## src/rtl/alarm_pkg.sv

```systemverilog
// Shared types and limits for the alarm controller: FSM state encoding,
// down-counter width and the legal bounds of a stored alarm time.
package alarm_pkg;

  localparam int CNT_W    = 10;
  localparam int MAX_HOUR = 23;
  localparam int MAX_MIN  = 59;

  typedef enum logic [1:0] {
    DISARMED = 2'd0,
    ARMED    = 2'd1,
    RINGING  = 2'd2,
    SNOOZING = 2'd3
  } alarm_state_e;

endpackage

```

## src/rtl/sec_tick_detect.sv

```systemverilog
// Flags the cycle in which the time-of-day seconds value differs from the
// previous cycle's sample; held quiet in the first cycle after reset.
module sec_tick_detect (
  input  logic       clk,
  input  logic       rst,
  input  logic [7:0] sec_in,
  output logic       tick
);

  logic [7:0] sec_prev;
  logic       first;

  // NOTE: registered state always uses non-blocking assignments so every
  // flop samples pre-edge values regardless of block ordering.
  always_ff @(posedge clk) begin
    sec_prev <= sec_in;
    if (rst) begin
      first <= 1'b1;
    end else begin
      first <= 1'b0;
    end
  end

  assign tick = ~first & (sec_in != sec_prev);

endmodule

```

## src/rtl/alarm_ctrl.sv

```systemverilog
// Alarm clock controller: stores the alarm time, detects the alarm minute,
// and sequences ringing, snoozing and auto-stop with a shared down-counter.
module alarm_ctrl
  import alarm_pkg::*;
#(
  parameter int unsigned SNOOZE_MIN = 5,
  parameter int unsigned RING_SEC   = 60,
  parameter int unsigned MAX_SNOOZE = 3
) (
  input  logic       clk,
  input  logic       rst,
  input  logic [7:0] current_hour,
  input  logic [7:0] current_minute,
  input  logic [7:0] current_second,
  input  logic       set_en,
  input  logic [7:0] set_hour,
  input  logic [7:0] set_minute,
  input  logic       arm,
  input  logic       disarm,
  input  logic       snooze,
  input  logic       stop,
  output logic [7:0] alarm_hour,
  output logic [7:0] alarm_minute,
  output logic [1:0] state,
  output logic       ringing,
  output logic [1:0] snooze_count,
  output logic       set_err
);

  localparam logic [CNT_W-1:0] RING_LOAD    = CNT_W'(RING_SEC);
  localparam logic [CNT_W-1:0] SNOOZE_LOAD  = CNT_W'(SNOOZE_MIN * 60);
  localparam logic [1:0]       SNOOZE_LIMIT = 2'(MAX_SNOOZE);

  alarm_state_e     state_q, state_d;
  logic [CNT_W-1:0] cnt_q, cnt_d;
  logic [1:0]       sc_q, sc_d;
  logic [7:0]       hour_q, minute_q;
  logic             set_err_q;
  logic             sec_tick;
  logic             match;
  logic             set_allowed;
  logic             set_valid;

  sec_tick_detect u_sec_tick (
    .clk    (clk),
    .rst    (rst),
    .sec_in (current_second),
    .tick   (sec_tick)
  );

  assign match = sec_tick && (current_second == 8'd0) &&
                 (current_hour == hour_q) && (current_minute == minute_q);

  // The alarm time is frozen while an alarm event is in progress.
  assign set_allowed = set_en && ((state_q == DISARMED) || (state_q == ARMED));
  assign set_valid   = (set_hour <= 8'(MAX_HOUR)) && (set_minute <= 8'(MAX_MIN));

  always_ff @(posedge clk) begin
    if (rst) begin
      hour_q    <= 8'd7;
      minute_q  <= 8'd0;
      set_err_q <= 1'b0;
    end else begin
      set_err_q <= set_allowed && !set_valid;
      if (set_allowed && set_valid) begin
        hour_q   <= set_hour;
        minute_q <= set_minute;
      end
    end
  end

  always_ff @(posedge clk) begin
    if (rst) begin
      state_q <= DISARMED;
      cnt_q   <= '0;
      sc_q    <= 2'd0;
    end else begin
      state_q <= state_d;
      cnt_q   <= cnt_d;
      sc_q    <= sc_d;
    end
  end

  always_comb begin
    // NOTE: every combinational output gets a default first so no path
    // through the case can leave it unassigned and infer a latch.
    state_d = state_q;
    cnt_d   = cnt_q;
    sc_d    = sc_q;
    unique case (state_q)
      DISARMED: begin
        if (arm) state_d = ARMED;
      end
      ARMED: begin
        if (disarm) begin
          state_d = DISARMED;
        end else if (match) begin
          state_d = RINGING;
          cnt_d   = RING_LOAD;
          sc_d    = 2'd0;
        end
      end
      RINGING: begin
        if (disarm) begin
          state_d = DISARMED;
          cnt_d   = '0;
        end else if (stop) begin
          state_d = ARMED;
          cnt_d   = '0;
        end else if (snooze && (sc_q < SNOOZE_LIMIT)) begin
          state_d = SNOOZING;
          cnt_d   = SNOOZE_LOAD;
          sc_d    = sc_q + 2'd1;
        end else if (sec_tick) begin
          // A refused snooze falls through here, so auto-stop still runs.
          if (cnt_q == CNT_W'(1)) state_d = ARMED;
          cnt_d = cnt_q - CNT_W'(1);
        end
      end
      SNOOZING: begin
        if (disarm) begin
          state_d = DISARMED;
          cnt_d   = '0;
        end else if (stop) begin
          state_d = ARMED;
          cnt_d   = '0;
        end else if (sec_tick) begin
          if (cnt_q == CNT_W'(1)) begin
            state_d = RINGING;
            cnt_d   = RING_LOAD;
          end else begin
            cnt_d = cnt_q - CNT_W'(1);
          end
        end
      end
      default: state_d = DISARMED;
    endcase
  end

  assign alarm_hour   = hour_q;
  assign alarm_minute = minute_q;
  assign state        = state_q;
  assign ringing      = (state_q == RINGING);
  assign snooze_count = sc_q;
  assign set_err      = set_err_q;

endmodule

```

## config.mk

```make
export PLATFORM = sky130hd
export DESIGN_NAME = alarm_ctrl
export DESIGN_NICKNAME = d
export VERILOG_FILES = /design/src/rtl/alarm_pkg.sv /design/src/rtl/sec_tick_detect.sv /design/src/rtl/alarm_ctrl.sv
export SDC_FILE = /design/constraint.sdc
export NUM_CORES = 1
export LEC_CHECK = 0
export ABC_AREA = 1
export BUFFER_PORTS_ARGS = -buffer_cell sky130_fd_sc_hd__buf_2
export CORE_MARGIN = 1
export CORE_UTILIZATION = 50
export DETAILED_ROUTE_END_ITERATION = 8
export MAX_ROUTING_LAYER = met4
export PLACE_DENSITY = 0.78
export SYNTH_ARGS = -nofsm -noshare
export SYNTH_HDL_FRONTEND = slang
export SYNTH_SLANG_ARGS = --single-unit
```

## constraint.sdc

```tcl
create_clock -name clk -period 2.2 [get_ports clk]
set_input_delay 0.11 -clock clk [delete_from_list [all_inputs] [get_ports clk]]
set_output_delay 0.11 -clock clk [all_outputs]
set_load 0.005 [all_outputs]
```

# Word-level counts from Yosys, hierarchy flattened

Cells that the tools add are included.
W data, S select, Z words.

Output and inout port bits: 22
Logic and storage cells: 81
Input port bits: 47
Register bits: 40

Reductions and logical operators: 17
Mux-type cells: 31
Bitwise operators: 2
$add $sub $neg: 2
Magnitude comparators: 3
Eq/ne operators: 18

Operators with widths:

| kind                    | number |
|---|---|
| $mux W10                | 10 |
| $mux W2                 | 17 |
| $pmux W10 S3            | 1 |
| $eq A8 B8 Y1            | 2 |
| $reduce_and A6 Y1       | 2 |
| $eq A10 B1 Y1 const B   | 1 |
| $ne A2 B2 Y1 const B    | 5 |
| $ne A5 B3 Y1 const B    | 2 |
| $sub A10 B1 Y10 const B | 1 |
| $le A8 B5 Y1 const B    | 1 |
| $le A8 B6 Y1 const B    | 1 |
| $logic_and A1 B1 Y1     | 8 |
| $logic_not A8 Y1        | 1 |
| $ne A4 B4 Y1 const B    | 2 |
| $ne A8 B8 Y1            | 1 |
| $pmux W2 S4             | 1 |
| $reduce_and A5 Y1       | 1 |
| $eq A2 B2 Y1 const B    | 2 |
| $pmux W2 S2             | 1 |
| $ne A3 B3 Y1 const B    | 1 |
| $reduce_bool A3 Y1      | 1 |
| $add A2 B1 Y2 const B   | 1 |
| $eq A2 B1 Y1 const B    | 1 |
| $logic_not A2 Y1        | 1 |
| 8 further kinds         | 8 |

# Logic depth before layout (Yosys ltp)

Gate-level depths: netlist of run 1.

Word-level depth: 8
Depth in mapped cells: 14
Depth with buffers taken out: 14

# By module

From an unflattened synthesis of run 1, not the netlist that was laid out.

Cells, all modules: 406
Area, all modules: 2456.1 um2

By module, submodules not included:

| module          | instances | cells each | area an instance (um2) | sequential area each (um2) |
|---|---|---|---|---|
| alarm_ctrl      | 1         | 352        | 2107.0                 | 620.6 |
| sec_tick_detect | 1         | 54         | 349.1                  | 180.2 |

# Worst setup path after synthesis of run 1

Ideal clock, no wire load.

Path type: reg2reg
From: reg cnt_q[1]
To: reg cnt_q[3]
Required time: 2.085 ns
Slack: 0.712 ns
Data arrival time: 1.374 ns
Clock period less this slack: 1.488 ns
Buffers on the path: 0
Cell stages (with the launch flop): 11
Cell sequence: dfxtp_1 -> inv_1 -> ha_1 -> nor3b_1 -> nand3_1 -> o21ai_1 -> or2_2 -> a21oi_1 -> nand3_1 -> nand2_1 -> nor2_1

Longest elaborated chain between the ends: 6

Ends and longest elaborated chain:

| element                                                 | line                                                    | source |
|---|---|---|
| start, declared                                         | alarm_ctrl.sv:35                                        | `logic [CNT_W-1:0] cnt_q, cnt_d;` |
| start signal, assigned                                  | alarm_ctrl.sv:79                                        | `cnt_q <= cnt_d;` |
| $sub A10 B1 Y10 / $eq A10 B1 Y1 (equally long branches) | alarm_ctrl.sv:117, alarm_ctrl.sv:132, alarm_ctrl.sv:128 |  |
| $mux W10, on equally long branches                      | alarm_ctrl.sv:128, alarm_ctrl.sv:114                    |  |
| $mux W10, on equally long branches                      | alarm_ctrl.sv:127, alarm_ctrl.sv:110                    |  |
| $mux W10, on equally long branches                      | alarm_ctrl.sv:124, alarm_ctrl.sv:107                    |  |
| $mux W10, on equally long branches                      | alarm_ctrl.sv:121, alarm_ctrl.sv:104                    |  |
| $pmux W10 S3 *                                          | alarm_ctrl.sv:90                                        | `unique case (state_q)` |

Mark *: on every way between the ends. The rest lies on a longest branch, timed or not. The select of a mux whose other input is x is not followed.
A chain may end at the register's enable or synchronous reset.

# Final worst setup path of run 1

From: in current_second[5]
To: reg cnt_q[6]

Longest elaborated chain between the ends: 7

Ends and longest elaborated chain:

| element                              | line                  | source |
|---|---|---|
| start, declared                      | alarm_ctrl.sv:14      | `input logic [7:0] current_second,` |
| $ne A8 B8 Y1                         | sec_tick_detect.sv:24 | `assign tick = ~first & (sec_in != sec_prev);` |
| $and A1 B1 Y1                        | sec_tick_detect.sv:24 |  |
| $logic_and A1 B1 Y1 (2 in a row)     | alarm_ctrl.sv:51      | `assign match = sec_tick && (current_second == 8'd0) &&` |
| $logic_and A1 B1 Y1                  | alarm_ctrl.sv:52      | `(current_hour == hour_q) && (current_minute == minute_q);` |
| $ne A2 B2 Y1 (no source line)        | -                     |  |
| $reduce_and A5 Y1 (no source line) * | -                     |  |

Mark *: on every way between the ends. The rest lies on a longest branch, timed or not.

==> impl_metrics.prom, run 1 <==
# TYPE chip_impl_metric gauge
chip_impl_metric{name="via_count_of_the_first_global_routing_pass",unit=""} 2144
chip_impl_metric{name="share_of_final_layout_standard_cells_stronger_than_drive_strength_1",unit="%"} 22.95
chip_impl_metric{name="insertedDiodeCount",unit=""} 0
chip_impl_info{name="timing.hold.worst.class",value="in -> reg"} 1
chip_impl_info{name="netlist.top_cell.by_area",value="sky130_fd_sc_hd__dfxtp_1"} 1
chip_impl_metric{name="cts-buffers-inserted",unit=""} 5
chip_impl_metric{name="drt.antenna.violating_nets",unit=""} 0
chip_impl_metric{name="detailed_place_hpwl",unit="um"} 3815
chip_impl_info{name="endpoint_kind",value="flop"} 1
chip_impl_metric{name="worst_setup_hold_path_clk_slew",unit="ps"} 80
chip_impl_metric{name="dieArea",unit="um2"} 4805
chip_impl_metric{name="powerDensity",unit="nW/um2"} 676.7
chip_impl_info{name="type_of_the_worst_setup_path",value="in -> reg"} 1
chip_impl_metric{name="area_growth",unit="%"} 24.46
chip_impl_metric{name="yosys_warnings",unit=""} 0
chip_impl_metric{name="largest_net_degree_at_the_start_of_global_routing",unit=""} 23
chip_impl_metric{name="final_max_slew_viol_count",unit=""} 0
chip_impl_metric{name="synth_nets",unit=""} 385
chip_impl_metric{name="die_h",unit="um"} 69.32
chip_impl_metric{name="final.setup.worst_slack",unit="ps"} 306.8
chip_impl_metric{name="grt_usage",unit="%"} 23.66
chip_impl_metric{name="first_iter_violations",unit=""} 101
chip_impl_metric{name="timing.critical_path.required",unit="ps"} 2390
chip_impl_metric{name="fin_total_pwr",unit="mW"} 1.909
chip_impl_metric{name="place.gp.congestion",unit=""} 0.8957
chip_impl_metric{name="globalRouteOverflowTotal",unit=""} 0
chip_impl_metric{name="finalCriticalPeriod",unit="ps"} 1893
chip_impl_metric{name="globalRouteMet2Util",unit="%"} 40.24
chip_impl_metric{name="layout_worst_path_cycle_share",unit="%"} 86.05
chip_impl_info{name="timing.critical_path.from_type",value="input port"} 1
chip_impl_metric{name="cts_post_setup_buffers_inserted",unit=""} 0
chip_impl_metric{name="remaining_drc_errors",unit=""} 0
chip_impl_metric{name="design_area",unit="um2"} 2820
chip_impl_metric{name="floorplan.rows",unit=""} 24
chip_impl_metric{name="layout.core_utilization",unit="%"} 64.77
chip_impl_metric{name="vdd_drop_max",unit="uV"} 402.8
chip_impl_metric{name="totalWireLength",unit="um"} 5240
chip_impl_metric{name="chipWidth",unit="um"} 69.32
chip_impl_metric{name="tightest_slew",unit="ps"} 528.5
chip_impl_metric{name="synth_largest_type_area_fraction",unit="%"} 35.34
chip_impl_metric{name="initial_utilization",unit="%"} 52.04
chip_impl_metric{name="number_of_synthesized_register_bits",unit=""} 40
chip_impl_info{name="tritoncts_clock_tree",value="done"} 1
chip_impl_metric{name="synth.avg_cell_area",unit="um2"} 6.764
chip_impl_metric{name="setup_viol_count_final",unit=""} 0
chip_impl_metric{name="grt_first_pass_wirelength",unit="um"} 8845
chip_impl_metric{name="port-buffer-count",unit=""} 68
chip_impl_metric{name="viasPerCell",unit=""} 4.893
chip_impl_metric{name="use_met1",unit="%"} 25.89
chip_impl_info{name="grt_setup_unrepaired",value="false"} 1
chip_impl_metric{name="detailroute.via_count",unit=""} 2280
chip_impl_metric{name="max-clock-path-buffers",unit=""} 2
chip_impl_info{name="synthTopCellsByCount",value="90 x sky130_fd_sc_hd__nand2_1, 48 x sky130_fd_sc_hd__inv_1, 40 x sky130_fd_sc_hd__dfxtp_1"} 1
chip_impl_info{name="synth.most_common_cell",value="sky130_fd_sc_hd__nand2_1"} 1
chip_impl_metric{name="totalNegativeSetupSlack",unit="ps"} 0
chip_impl_metric{name="total_leakage_power",unit="nW"} 1.425
chip_impl_metric{name="skew",unit="ps"} 6.740
chip_impl_metric{name="drv.max_cap_violation_count",unit=""} 0
chip_impl_metric{name="clock_sinks",unit=""} 40
chip_impl_metric{name="wl_per_instance",unit="um"} 11.24
chip_impl_metric{name="core",unit="um2"} 4354
chip_impl_metric{name="post_synth_instance_area",unit="um2"} 2266
chip_impl_metric{name="place.detailed.instances",unit=""} 449
chip_impl_metric{name="synth_enable_flop_cells",unit=""} 0
chip_impl_metric{name="fin_nets",unit=""} 463
chip_impl_info{name="clock_tree.root_cell",value="sky130_fd_sc_hd__clkbuf_8"} 1
chip_impl_info{name="synth.area.top_cells",value="sky130_fd_sc_hd__dfxtp_1 35%, sky130_fd_sc_hd__nand2_1 15%, sky130_fd_sc_hd__inv_1 8.0%"} 1
chip_impl_metric{name="pre_cts_slack",unit="ps"} 388.3
chip_impl_metric{name="grt_antenna_before_repair",unit=""} 0
chip_impl_metric{name="placed_area",unit="um2"} 2628
chip_impl_info{name="global_route.peak_usage_layer",value="met2"} 1
chip_impl_metric{name="boundaryPins",unit=""} 69
chip_impl_metric{name="grt.met3_usage",unit="%"} 4.506
chip_impl_metric{name="seq_area_frac_synth",unit="%"} 35.34
chip_impl_info{name="ys.flop_type",value="sky130_fd_sc_hd__dfxtp_1"} 1
chip_impl_metric{name="synth_cell_types",unit=""} 35
chip_impl_info{name="status",value="completed"} 1
chip_impl_metric{name="hold-worst-slack",unit="ps"} 13.26
chip_impl_metric{name="maxSlewHeadroom",unit="%"} 64.55
chip_impl_metric{name="hold_viol",unit=""} 0
chip_impl_metric{name="worstPathMaxFanout",unit=""} 22
chip_impl_metric{name="cts_max_level",unit=""} 2
chip_impl_metric{name="synthArstFlopShare",unit="%"} 0
chip_impl_metric{name="insertion_delay",unit="ps"} 310
chip_impl_metric{name="fmaxAchievable",unit="MHz"} 528.2
chip_impl_metric{name="arrival",unit="ps"} 2080
chip_impl_metric{name="final_instance_count_without_filler_cells",unit=""} 466
chip_impl_metric{name="first_pass_iters",unit=""} 4
chip_impl_metric{name="synthesis.instances",unit=""} 335
## area by class of cell
class	count	area, um2
clock buffers	6	82.58
clock inverters	2	15.01
fillers	395	1534
repair buffers	78	437.9
multi-input cells	237	1227
inverters	51	191.4
well taps	52	65.06
flip-flops and latches	40	800.8
## sequential cells by signal (all words and copies together) (netlist names)
name / cells
alarm_hour: 8
alarm_minute: 8
cnt_q: 10
set_err: 1
snooze_count: 2
state: 2
u_sec_tick.first: 1
u_sec_tick.sec_prev: 8
## cells by family (layout without fill, tap and decap cells)
family | Yosys count | count (layout) | share of synthesized area [%]
xor gates and xnor gates | 19 | 19 | 7.344
adders and majority gates | 3 | 3 | 1.657
AOI/OAI and AO/OA | 40 | 40 | 10.49
DFF | 40 | 40 | 35.34
buffers and inverters | 58 | 137 | 10.71
and+or+nand+nor | 175 | 175 | 34.46
## worst max-delay path: stages
cell                            delay [ps]
sky130_fd_sc_hd__dlygate4sd3_1         540
sky130_fd_sc_hd__buf_2                 140
sky130_fd_sc_hd__inv_1                  50
sky130_fd_sc_hd__nand2_1                40
sky130_fd_sc_hd__nor2_1                 90
sky130_fd_sc_hd__nand2_1                60
sky130_fd_sc_hd__nor2_1                160
sky130_fd_sc_hd__nand3_1               100
sky130_fd_sc_hd__nor2_1                140
sky130_fd_sc_hd__nand3_1               130
sky130_fd_sc_hd__nand2_4               220
sky130_fd_sc_hd__nand2_1               130
sky130_fd_sc_hd__nand2_1               110
sky130_fd_sc_hd__a21oi_2                60
## timing repair
item                                    4_1_cts  5_1_grt
hold buffers                                  9        0
endpoints found under the setup margin        0        2
endpoints found under the hold margin         9        0
gates resized for setup                       0        1
## layout by cell type, fill, tap and decap left out, drive strengths merged, types with 9 or more instances in the layout
| master | netlist | final |
|---|---|---|
| nand2 | 94 | 94 |
| buf | 5 | 69 |
| inv | 50 | 50 |
| dfxtp | 40 | 40 |
| nor2 | 40 | 40 |
| a21oi | 26 | 26 |
| nand3 | 24 | 24 |
| xor2 | 10 | 10 |
| o21ai | 10 | 10 |
| xnor2 | 9 | 9 |
| dlygate4sd3 | 0 | 9 |
## per-layer routing
layer  wire length [um]  share of wire (%)  up-vias
met5                  0                  0        -
met4                151                2.9        0
met3                193                3.7       14
met2               2553                 49       62
met1               2341                 45     1002
li1                   -                  -     1202
## path summary, 6_finish.rpt
check	endpoint	cells past startpoint	slack, ps	startpoint
max reg2reg	cnt_q[6]	13	450	alarm_minute[5]
max	cnt_q[6]	14	310	current_second[5]
min	alarm_hour[1]	3	10	set_hour[1]
min reg2reg	alarm_minute[7]	2	470	alarm_minute[7]
## report_power, final
part	leakage, nW	internal, mW	total, mW	switching (mW)
Sequential	0.328	0.778	0.830	0.0518
Combinational	1.05	0.222	0.542	0.321
Clock	0.0434	0.254	0.537	0.283
Note: power is estimated with default switching activity, not from simulation.
==> inputs of run 2 (changes only) <==
Settings changed: PLACE_DENSITY 0.78 to 0.81, SYNTH_HIERARCHICAL from default to 1.
==> run 2 against run 1 <==
Sequential share of layout area is 2.2 points lower. Die area is 8.1% higher. Combinational power is 120% higher. Critical path depth is 5 higher. Global-route usage is 1.0 points higher. Fmax is 2.0% lower. Setup slack worse by 38 ps. Synthesized cell count is 21% higher. Utilization hardly changed. Count of clock-buffer cells in the layout is 1 higher. Flip-flop and latch count stayed put. Area after synthesis is 8.4% higher. Critical endpoint is now state[1].
==> impl_metrics.prom, run 2 <==
# TYPE chip_impl_metric gauge
chip_impl_metric{name="port-buffer-count",unit=""} 68
chip_impl_info{name="critical_path.reg2reg.endpoint",value="cnt_q[0]"} 1
chip_impl_metric{name="largest_register_ff_count",unit=""} 10
chip_impl_metric{name="detailroute.via_count",unit=""} 2670
chip_impl_metric{name="layout.core_utilization",unit="%"} 64.77
chip_impl_metric{name="grt_usage",unit="%"} 24.68
chip_impl_metric{name="grt_antenna_before_repair",unit=""} 0
chip_impl_metric{name="share_of_final_layout_standard_cells_stronger_than_drive_strength_1",unit="%"} 19.14
chip_impl_info{name="clock_tree.root_cell",value="sky130_fd_sc_hd__clkbuf_8"} 1
chip_impl_metric{name="seq_area_frac_synth",unit="%"} 32.60
chip_impl_info{name="endpoint_kind",value="flop"} 1
chip_impl_info{name="tritoncts_clock_tree",value="done"} 1
chip_impl_metric{name="remaining_drc_errors",unit=""} 0
chip_impl_metric{name="internal-power",unit="mW"} 1.510
chip_impl_metric{name="wl_per_instance",unit="um"} 11.01
chip_impl_metric{name="synth_enable_flop_cells",unit=""} 0
chip_impl_metric{name="synth.avg_cell_area",unit="um2"} 6.050
chip_impl_metric{name="maxSlewHeadroom",unit="%"} 58.73
chip_impl_metric{name="final_max_slew_viol_count",unit=""} 0
chip_impl_metric{name="net_sw_share",unit="%"} 41.56
chip_impl_info{name="status",value="completed"} 1
chip_impl_metric{name="rr_worst_depth",unit=""} 7
chip_impl_metric{name="die_h",unit="um"} 72.09
chip_impl_metric{name="first_pass_iters",unit=""} 4
chip_impl_info{name="synthTopCellsByCount",value="116 x sky130_fd_sc_hd__nand2_1, 71 x sky130_fd_sc_hd__inv_1, 69 x sky130_fd_sc_hd__nor2_1"} 1
chip_impl_metric{name="insertion_delay",unit="ps"} 300
chip_impl_metric{name="dieArea",unit="um2"} 5196
chip_impl_metric{name="insertedDiodeCount",unit=""} 0
chip_impl_metric{name="viasPerCell",unit=""} 4.828
chip_impl_info{name="timing.hold.worst.class",value="in -> reg"} 1
chip_impl_metric{name="rrSetupSlack",unit="ps"} 360
chip_impl_metric{name="initial_utilization",unit="%"} 52.00
chip_impl_metric{name="placed_area",unit="um2"} 2850
chip_impl_metric{name="largest_net_degree_at_the_start_of_global_routing",unit=""} 19
chip_impl_metric{name="seq_power_share",unit="%"} 35.8
chip_impl_metric{name="tightest_slew",unit="ps"} 618.4
chip_impl_info{name="timing.critical_path.max_delay_family",value="simple AND/OR/NAND/NOR gates"} 1
chip_impl_metric{name="clock_sinks",unit=""} 40
chip_impl_metric{name="cp.buffers_inverters",unit=""} 3
chip_impl_metric{name="yosys_warnings",unit=""} 6
chip_impl_metric{name="setup_viol_count_final",unit=""} 0
chip_impl_metric{name="skew",unit="ps"} 4.998
chip_impl_info{name="netlist.top_cell.by_area",value="sky130_fd_sc_hd__dfxtp_1"} 1
chip_impl_metric{name="fmaxAchievable",unit="MHz"} 517.8
chip_impl_metric{name="fin_nets",unit=""} 535
chip_impl_metric{name="place.detailed.instances",unit=""} 536
chip_impl_metric{name="core",unit="um2"} 4723
chip_impl_metric{name="finalCriticalPeriod",unit="ps"} 1931
chip_impl_metric{name="totalWireLength",unit="um"} 6086
chip_impl_metric{name="hold_viol",unit=""} 0
chip_impl_metric{name="drv.max_cap_violation_count",unit=""} 0
chip_impl_metric{name="layout_worst_path_cycle_share",unit="%"} 87.78
chip_impl_metric{name="total_leakage_power",unit="nW"} 1.663
chip_impl_metric{name="worstPathMaxFanout",unit=""} 4
chip_impl_metric{name="globalRouteOverflowTotal",unit=""} 0
chip_impl_info{name="holdPathEnd",value="alarm_hour[0]"} 1
chip_impl_metric{name="cts-buffers-inserted",unit=""} 5
chip_impl_info{name="timing.critical_path.from_type",value="input port"} 1
chip_impl_metric{name="drt.antenna.violating_nets",unit=""} 0
chip_impl_metric{name="combinational_power_share",unit="%"} 45.2
chip_impl_metric{name="vdd_drop_max",unit="uV"} 575.8
chip_impl_metric{name="synthArstFlopShare",unit="%"} 0
chip_impl_metric{name="area_growth",unit="%"} 24.55
chip_impl_metric{name="share_clk_of_total_power",unit="%"} 19.1
chip_impl_info{name="path_common_cell",value="sky130_fd_sc_hd__nand2_1"} 1
chip_impl_info{name="leading_cell_type_in_the_layout_fill_and_taps_excluded",value="sky130_fd_sc_hd__nand2_1"} 1
chip_impl_metric{name="max-clock-path-buffers",unit=""} 2
chip_impl_info{name="registers.top_by_ff_count",value="cnt_q"} 1
chip_impl_info{name="ys.flop_type",value="sky130_fd_sc_hd__dfxtp_1"} 1
chip_impl_metric{name="power_switching",unit="mW"} 1.073
chip_impl_metric{name="synthesis.instances",unit=""} 406
chip_impl_info{name="path_cells",value="dlygate4sd3_1, buf_2, nand2_1, inv_1, nor2_1, nor2_1, nand2_1, nor2_1, nor2_2, nand3_1, nor3_2, nand2_1, nor2_1, nand3_1, nand2_1, nand2_1, nand2_1, nand2_1, nor2_1"} 1
chip_impl_metric{name="timing.critical_path.slowest_cell_delay",unit="ps"} 530
chip_impl_metric{name="place.gp.congestion",unit=""} 0.8988
chip_impl_metric{name="arrival",unit="ps"} 2170
chip_impl_metric{name="post_synth_instance_area",unit="um2"} 2456
chip_impl_metric{name="powerDensity",unit="nW/um2"} 844.3
chip_impl_metric{name="cts_max_level",unit=""} 2
chip_impl_metric{name="totalNegativeSetupSlack",unit="ps"} 0
chip_impl_metric{name="grt_first_pass_wirelength",unit="um"} 9798
chip_impl_info{name="r2r-start",value="state[0]"} 1
chip_impl_metric{name="synth_largest_type_area_fraction",unit="%"} 32.60
chip_impl_metric{name="via_count_of_the_first_global_routing_pass",unit=""} 2336
chip_impl_metric{name="chipWidth",unit="um"} 72.09
chip_impl_metric{name="first_iter_violations",unit=""} 107
chip_impl_info{name="synth.area.top_cells",value="sky130_fd_sc_hd__dfxtp_1 33%, sky130_fd_sc_hd__nand2_1 18%, sky130_fd_sc_hd__inv_1 11%"} 1
chip_impl_info{name="type_of_the_worst_setup_path",value="in -> reg"} 1
chip_impl_metric{name="synth_nets",unit=""} 456
chip_impl_metric{name="worst_setup_hold_path_clk_slew",unit="ps"} 80
chip_impl_metric{name="timing.critical_path.required",unit="ps"} 2440
chip_impl_info{name="hp-start",value="set_hour[0]"} 1
chip_impl_metric{name="detailed_place_hpwl",unit="um"} 4572
chip_impl_metric{name="final_instance_count_without_filler_cells",unit=""} 553
chip_impl_metric{name="layout.filler_cells",unit=""} 455
chip_impl_metric{name="number_of_synthesized_register_bits",unit=""} 40
chip_impl_info{name="synth.most_common_cell",value="sky130_fd_sc_hd__nand2_1"} 1
chip_impl_info{name="layout.cells.most_common_list",value="115 x sky130_fd_sc_hd__nand2_1, 71 x sky130_fd_sc_hd__inv_1, 68 x sky130_fd_sc_hd__nor2_1, 68 x sky130_fd_sc_hd__buf_2, 40 x sky130_fd_sc_hd__dfxtp_1"} 1
chip_impl_metric{name="boundaryPins",unit=""} 69
chip_impl_metric{name="design_area",unit="um2"} 3059
chip_impl_metric{name="floorplan.rows",unit=""} 25
chip_impl_metric{name="worstHoldPathCells",unit=""} 3
chip_impl_info{name="critPathSlowestCell",value="sky130_fd_sc_hd__dlygate4sd3_1"} 1
chip_impl_metric{name="synth_cell_types",unit=""} 29
[run 2: cell types whose count changed after synthesis, moves of 3 or more]
cell / before / now
sky130_fd_sc_hd__xnor2_1: 9 / 2
sky130_fd_sc_hd__nand4_1: 6 / 9
sky130_fd_sc_hd__nand2_1: 90 / 116
sky130_fd_sc_hd__xor2_1: 10 / 5
sky130_fd_sc_hd__a31oi_1: 1 / 7
sky130_fd_sc_hd__nand3_1: 21 / 15
sky130_fd_sc_hd__nor2_1: 38 / 69
sky130_fd_sc_hd__o21bai_1: 0 / 5
sky130_fd_sc_hd__o21ai_0: 8 / 13
sky130_fd_sc_hd__a21oi_1: 23 / 14
sky130_fd_sc_hd__inv_1: 48 / 71
sky130_fd_sc_hd__nor3_1: 5 / 13
[run 2: how the worst max path moves through the flow]
stage,start,slack [ps],cells after the start,to
after global routing,current_second[7],-3,19,state[1]
after floorplan,u_sec_tick/sec_prev[3],590,13,cnt_q[1]
after detailed placement,u_sec_tick/sec_prev[3],240,12,cnt_q[9]
final,current_second[3],270,19,state[1]
after CTS,current_second[3],50,14,cnt_q[3]
after global placement,u_sec_tick/sec_prev[3],340,13,cnt_q[9]
[run 2: area by class of cell]
cell class,count,area [um2],share of cell area (%)
Clock buffer,7,76.32,2.495
Clock inverter,1,8.758,0.2863
Inverter,73,274.0,8.957
Multi-Input combinational cell,286,1369,44.74
Sequential cell,40,800.8,26.18
Tap cell,67,83.83,2.740
Timing Repair Buffer,79,446.7,14.60
[run 2: what timing repair did]
item                       CTS  global route
buffers inserted             0             1
hold endpoints to repair     8             0
hold buffers                 8             0
setup endpoints to repair    0            13
resized for setup            0             8
[run 2: per-stage QoR]
step,hold WS (ps),power [mW],setup WS [ps]
global route,30.96,2.797,-2.802
global placement,253.6,2.004,336.4
detailed placement,257.7,2.030,236.8
CTS,19.84,2.537,52.03
floorplan,137.7,1.786,588.3
finish,27.38,2.583,268.9
[run 2: cell families (layout without fill, tap and decap cells)]
| kind of cell | Yosys count | in the layout | share of synthesized area, % |
|---|---|---|---|
| adder cells (fa/ha/maj) | 3 | 3 | 1.528 |
| AO/OA/AOI/OAI | 44 | 44 | 10.44 |
| buffers and inverters | 80 | 160 | 12.99 |
| flip-flops | 40 | 40 | 32.60 |
| XOR/XNOR | 7 | 7 | 2.496 |
| AND/OR/NAND/NOR | 232 | 232 | 39.94 |
[run 2: metal layers]
metal | up-vias | track usage, % | share of wire, %
met1 | 1170 | 29.74 | 46
met3 | 7 | 6.250 | 5.0
li1 | 1413 | - | -
met5 | - | - | 0
met2 | 80 | 40.29 | 47
met4 | 0 | 8.061 | 1.4
[run 2: tightest hold or removal path, stage by stage]
cell and delay, ps:
sky130_fd_sc_hd__buf_2 80, sky130_fd_sc_hd__nand2_1 40, sky130_fd_sc_hd__o211ai_1 60
[run 2: power groups by stage]
stage / Clock (mW) / Sequential (mW) / Combinational (mW)
6_report: 0.493 / 0.923 / 1.17
5_1_grt: 0.535 / 0.935 / 1.33
4_1_cts: 0.506 / 0.922 / 1.11
3_5_place_dp: 0 / 0.937 / 1.09
3_3_place_gp: 0 / 0.933 / 1.07
2_1_floorplan: 0 / 0.918 / 0.867
==> inputs of run 3 (changes only) <==
==> constraint.sdc (replaced) <==
create_clock -name clk -period 2.2 [get_ports clk]
set_input_delay 0.22 -clock clk [delete_from_list [all_inputs] [get_ports clk]]
set_output_delay 0.22 -clock clk [all_outputs]
set_load 0.005 [all_outputs]
==> run 3 against run 2 <==
Final cell count shrank 1.3%. Critical path type is now reg -> reg. Highest routed layer unchanged. Clock skew increased by 5.5 ps. Critical endpoint is now cnt_q[5]. First-iteration DRC count rose by 24%. Critical path depth shrank 6.
==> impl_metrics.prom, run 3 (synthesis results as in run 2) <==
# TYPE chip_impl_metric gauge
chip_impl_info{name="status",value="completed"} 1
chip_impl_metric{name="setup_viol_count_final",unit=""} 0
chip_impl_info{name="clock_tree.root_cell",value="sky130_fd_sc_hd__clkbuf_8"} 1
chip_impl_metric{name="layout.core_utilization",unit="%"} 62.94
chip_impl_metric{name="worstPathMaxFanout",unit=""} 10
chip_impl_metric{name="worst_setup_hold_path_clk_slew",unit="ps"} 80
chip_impl_metric{name="share_of_final_layout_standard_cells_stronger_than_drive_strength_1",unit="%"} 18.79
chip_impl_info{name="timing.hold.worst.class",value="in -> reg"} 1
chip_impl_metric{name="finalCriticalPeriod",unit="ps"} 1958
chip_impl_metric{name="timing.critical_path.slowest_cell_delay",unit="ps"} 320
chip_impl_metric{name="boundaryPins",unit=""} 69
chip_impl_metric{name="pre_cts_slack",unit="ps"} 252.1
chip_impl_metric{name="post_cts_resize_count",unit=""} 0
chip_impl_metric{name="grt_usage",unit="%"} 23.96
chip_impl_metric{name="clock_sinks",unit=""} 40
chip_impl_metric{name="first_pass_iters",unit=""} 4
chip_impl_metric{name="tightest_slew",unit="ps"} 576.8
chip_impl_metric{name="grt_antenna_before_repair",unit=""} 0
chip_impl_metric{name="total_leakage_power",unit="nW"} 1.637
chip_impl_metric{name="fin_nets",unit=""} 528
chip_impl_info{name="endpoint_kind",value="flop"} 1
chip_impl_metric{name="max-clock-path-buffers",unit=""} 2
chip_impl_metric{name="initial_utilization",unit="%"} 52.00
chip_impl_metric{name="final.setup.worst_slack",unit="ps"} 241.5
chip_impl_metric{name="globalRouteMet2Util",unit="%"} 39.56
chip_impl_metric{name="layout_worst_path_cycle_share",unit="%"} 89.02
chip_impl_metric{name="hold-worst-slack",unit="ps"} 59.29
chip_impl_metric{name="drv.max_cap_violation_count",unit=""} 0
chip_impl_info{name="critical_path.reg2reg.endpoint",value="cnt_q[5]"} 1
chip_impl_info{name="leading_cell_type_in_the_layout_fill_and_taps_excluded",value="sky130_fd_sc_hd__nand2_1"} 1
chip_impl_metric{name="cts_post_setup_buffers_inserted",unit=""} 0
chip_impl_metric{name="die_h",unit="um"} 72.09
chip_impl_metric{name="core",unit="um2"} 4723
chip_impl_metric{name="viasPerCell",unit=""} 4.910
chip_impl_metric{name="cts.hold.buffers_added",unit=""} 0
chip_impl_info{name="r2r-start",value="u_sec_tick/sec_prev[7]"} 1
chip_impl_info{name="path_cells",value="nand2_1, inv_1, nor2_1, nor2_1, nand2_1, nor2_1, nor2_1, nor3b_1, nand3_1, nand2_1, nand3_2, o21bai_1, nor2_1"} 1
chip_impl_metric{name="use_met1",unit="%"} 29.48
chip_impl_metric{name="grt.met3_usage",unit="%"} 5.556
chip_impl_metric{name="rr_worst_depth",unit=""} 13
chip_impl_metric{name="dieArea",unit="um2"} 5196
chip_impl_metric{name="final_instance_count_without_filler_cells",unit=""} 546
chip_impl_info{name="timing.critical_path.from_type",value="flop"} 1
chip_impl_metric{name="largest_net_degree_at_the_start_of_global_routing",unit=""} 19
chip_impl_info{name="critPathSlowestCell",value="sky130_fd_sc_hd__dfxtp_1"} 1
chip_impl_info{name="type_of_the_worst_setup_path",value="reg -> reg"} 1
chip_impl_metric{name="port-buffer-count",unit=""} 68
chip_impl_info{name="crit_path_start",value="u_sec_tick/sec_prev[7]"} 1
chip_impl_info{name="tritoncts_clock_tree",value="done"} 1
chip_impl_metric{name="hold_viol",unit=""} 0
chip_impl_metric{name="grt_first_pass_wirelength",unit="um"} 9591
chip_impl_metric{name="vdd_drop_max",unit="uV"} 534.9
chip_impl_metric{name="cts-buffers-inserted",unit=""} 5
chip_impl_metric{name="maxSlewHeadroom",unit="%"} 61.50
chip_impl_metric{name="remaining_drc_errors",unit=""} 0
chip_impl_metric{name="largest_register_ff_count",unit=""} 10
chip_impl_metric{name="place.gp.congestion",unit=""} 0.8955
chip_impl_metric{name="arrival",unit="ps"} 2150
chip_impl_metric{name="detailroute.via_count",unit=""} 2681
chip_impl_metric{name="cts_max_level",unit=""} 2
chip_impl_metric{name="insertion_delay",unit="ps"} 300
chip_impl_metric{name="final_max_slew_viol_count",unit=""} 0
chip_impl_metric{name="floorplan.rows",unit=""} 25
chip_impl_metric{name="layout.filler_cells",unit=""} 456
chip_impl_metric{name="place.detailed.instances",unit=""} 538
chip_impl_metric{name="skew",unit="ps"} 10.49
chip_impl_metric{name="chipWidth",unit="um"} 72.09
chip_impl_metric{name="globalRouteOverflowTotal",unit=""} 0
chip_impl_info{name="layout.cells.most_common_list",value="116 x sky130_fd_sc_hd__nand2_1, 71 x sky130_fd_sc_hd__inv_1, 69 x sky130_fd_sc_hd__nor2_1"} 1
chip_impl_info{name="path_common_cell",value="sky130_fd_sc_hd__nor2_1"} 1
chip_impl_info{name="global_route.peak_usage_layer",value="met2"} 1
chip_impl_metric{name="wl_per_instance",unit="um"} 10.82
chip_impl_metric{name="totalWireLength",unit="um"} 5906
chip_impl_metric{name="first_iter_violations",unit=""} 133
chip_impl_metric{name="timing.critical_path.required",unit="ps"} 2390
chip_impl_metric{name="drt.antenna.violating_nets",unit=""} 0
chip_impl_metric{name="fmaxAchievable",unit="MHz"} 510.6
chip_impl_metric{name="totalNegativeSetupSlack",unit="ps"} 0
chip_impl_metric{name="detailed_place_hpwl",unit="um"} 4590
chip_impl_info{name="critPathCapture",value="cnt_q[5]"} 1
chip_impl_info{name="registers.top_by_ff_count",value="cnt_q"} 1
chip_impl_info{name="grt_setup_unrepaired",value="false"} 1
chip_impl_metric{name="rrSetupSlack",unit="ps"} 240
chip_impl_metric{name="via_count_of_the_first_global_routing_pass",unit=""} 2280
chip_impl_metric{name="insertedDiodeCount",unit=""} 0
chip_impl_metric{name="powerDensity",unit="nW/um2"} 900.5
chip_impl_metric{name="area_growth",unit="%"} 21.04
-- run 3: changes by cell type in the layout (fill, tap and decap cells not counted), moves of 2 or more --
cell	previous run	this run
sky130_fd_sc_hd__dlygate4sd3_1	8	0
sky130_fd_sc_hd__buf_4	2	4
sky130_fd_sc_hd__nor3_1	11	13
sky130_fd_sc_hd__nor3_2	2	0
-- run 3: report_power, final --
group	total (mW)	internal, mW	leakage, nW	switching, mW
logic	1.15	0.452	1.25	0.703
registers	0.920	0.819	0.328	0.101
clock network	0.602	0.337	0.0552	0.265
-- run 3: worst min path at each step --
stage	startpoint	endpoint	slack, ps	cells past startpoint
2_1_floorplan	rst	u_sec_tick/first	250	0
4_1_cts	current_second[7]	u_sec_tick/sec_prev[7]	50	1
6_report	current_second[7]	u_sec_tick/sec_prev[7]	60	1
3_5_place_dp	current_second[7]	u_sec_tick/sec_prev[7]	360	1
3_3_place_gp	current_second[3]	u_sec_tick/sec_prev[3]	360	1
5_1_grt	current_second[7]	u_sec_tick/sec_prev[7]	50	1
-- run 3: metrics by stage --
stage,cell area [um2],power [mW]
2_1_floorplan,2456,1.786
6_report,2973,2.677
4_1_cts,2973,2.670
3_5_place_dp,2865,2.063
3_3_place_gp,2865,2.031
5_1_grt,2973,2.867
-- run 3: metal layers --
| metal | wire length (um) | part of all wire, % | vias up |
|---|---|---|---|
| li1 | - | - | 1396 |
| met1 | 2784 | 47 | 1183 |
| met2 | 2691 | 46 | 94 |
| met3 | 373 | 6.3 | 8 |
| met4 | 57 | 0.97 | 0 |
| met5 | 0 | 0 | - |
-- run 3: final cells by class --
type                    count  area, um2  area share (%)
clock buffers               6      72.57           2.441
clock inverters             2      35.03           1.178
inverters                  73      274.0           9.217
multi-input cells         286       1336           44.95
flip-flops and latches     40      800.8           26.94
well taps                  67      83.83           2.820
repair buffers             72      370.4           12.46
-- run 3: critical path, delay by kind of cell (launching register included) --
family,cells,cell delay (ps)
AO/OA/AOI/OAI,1,200
AND/OR/NAND/NOR,11,1280
buffers and inverters,1,40
flip-flops,1,320
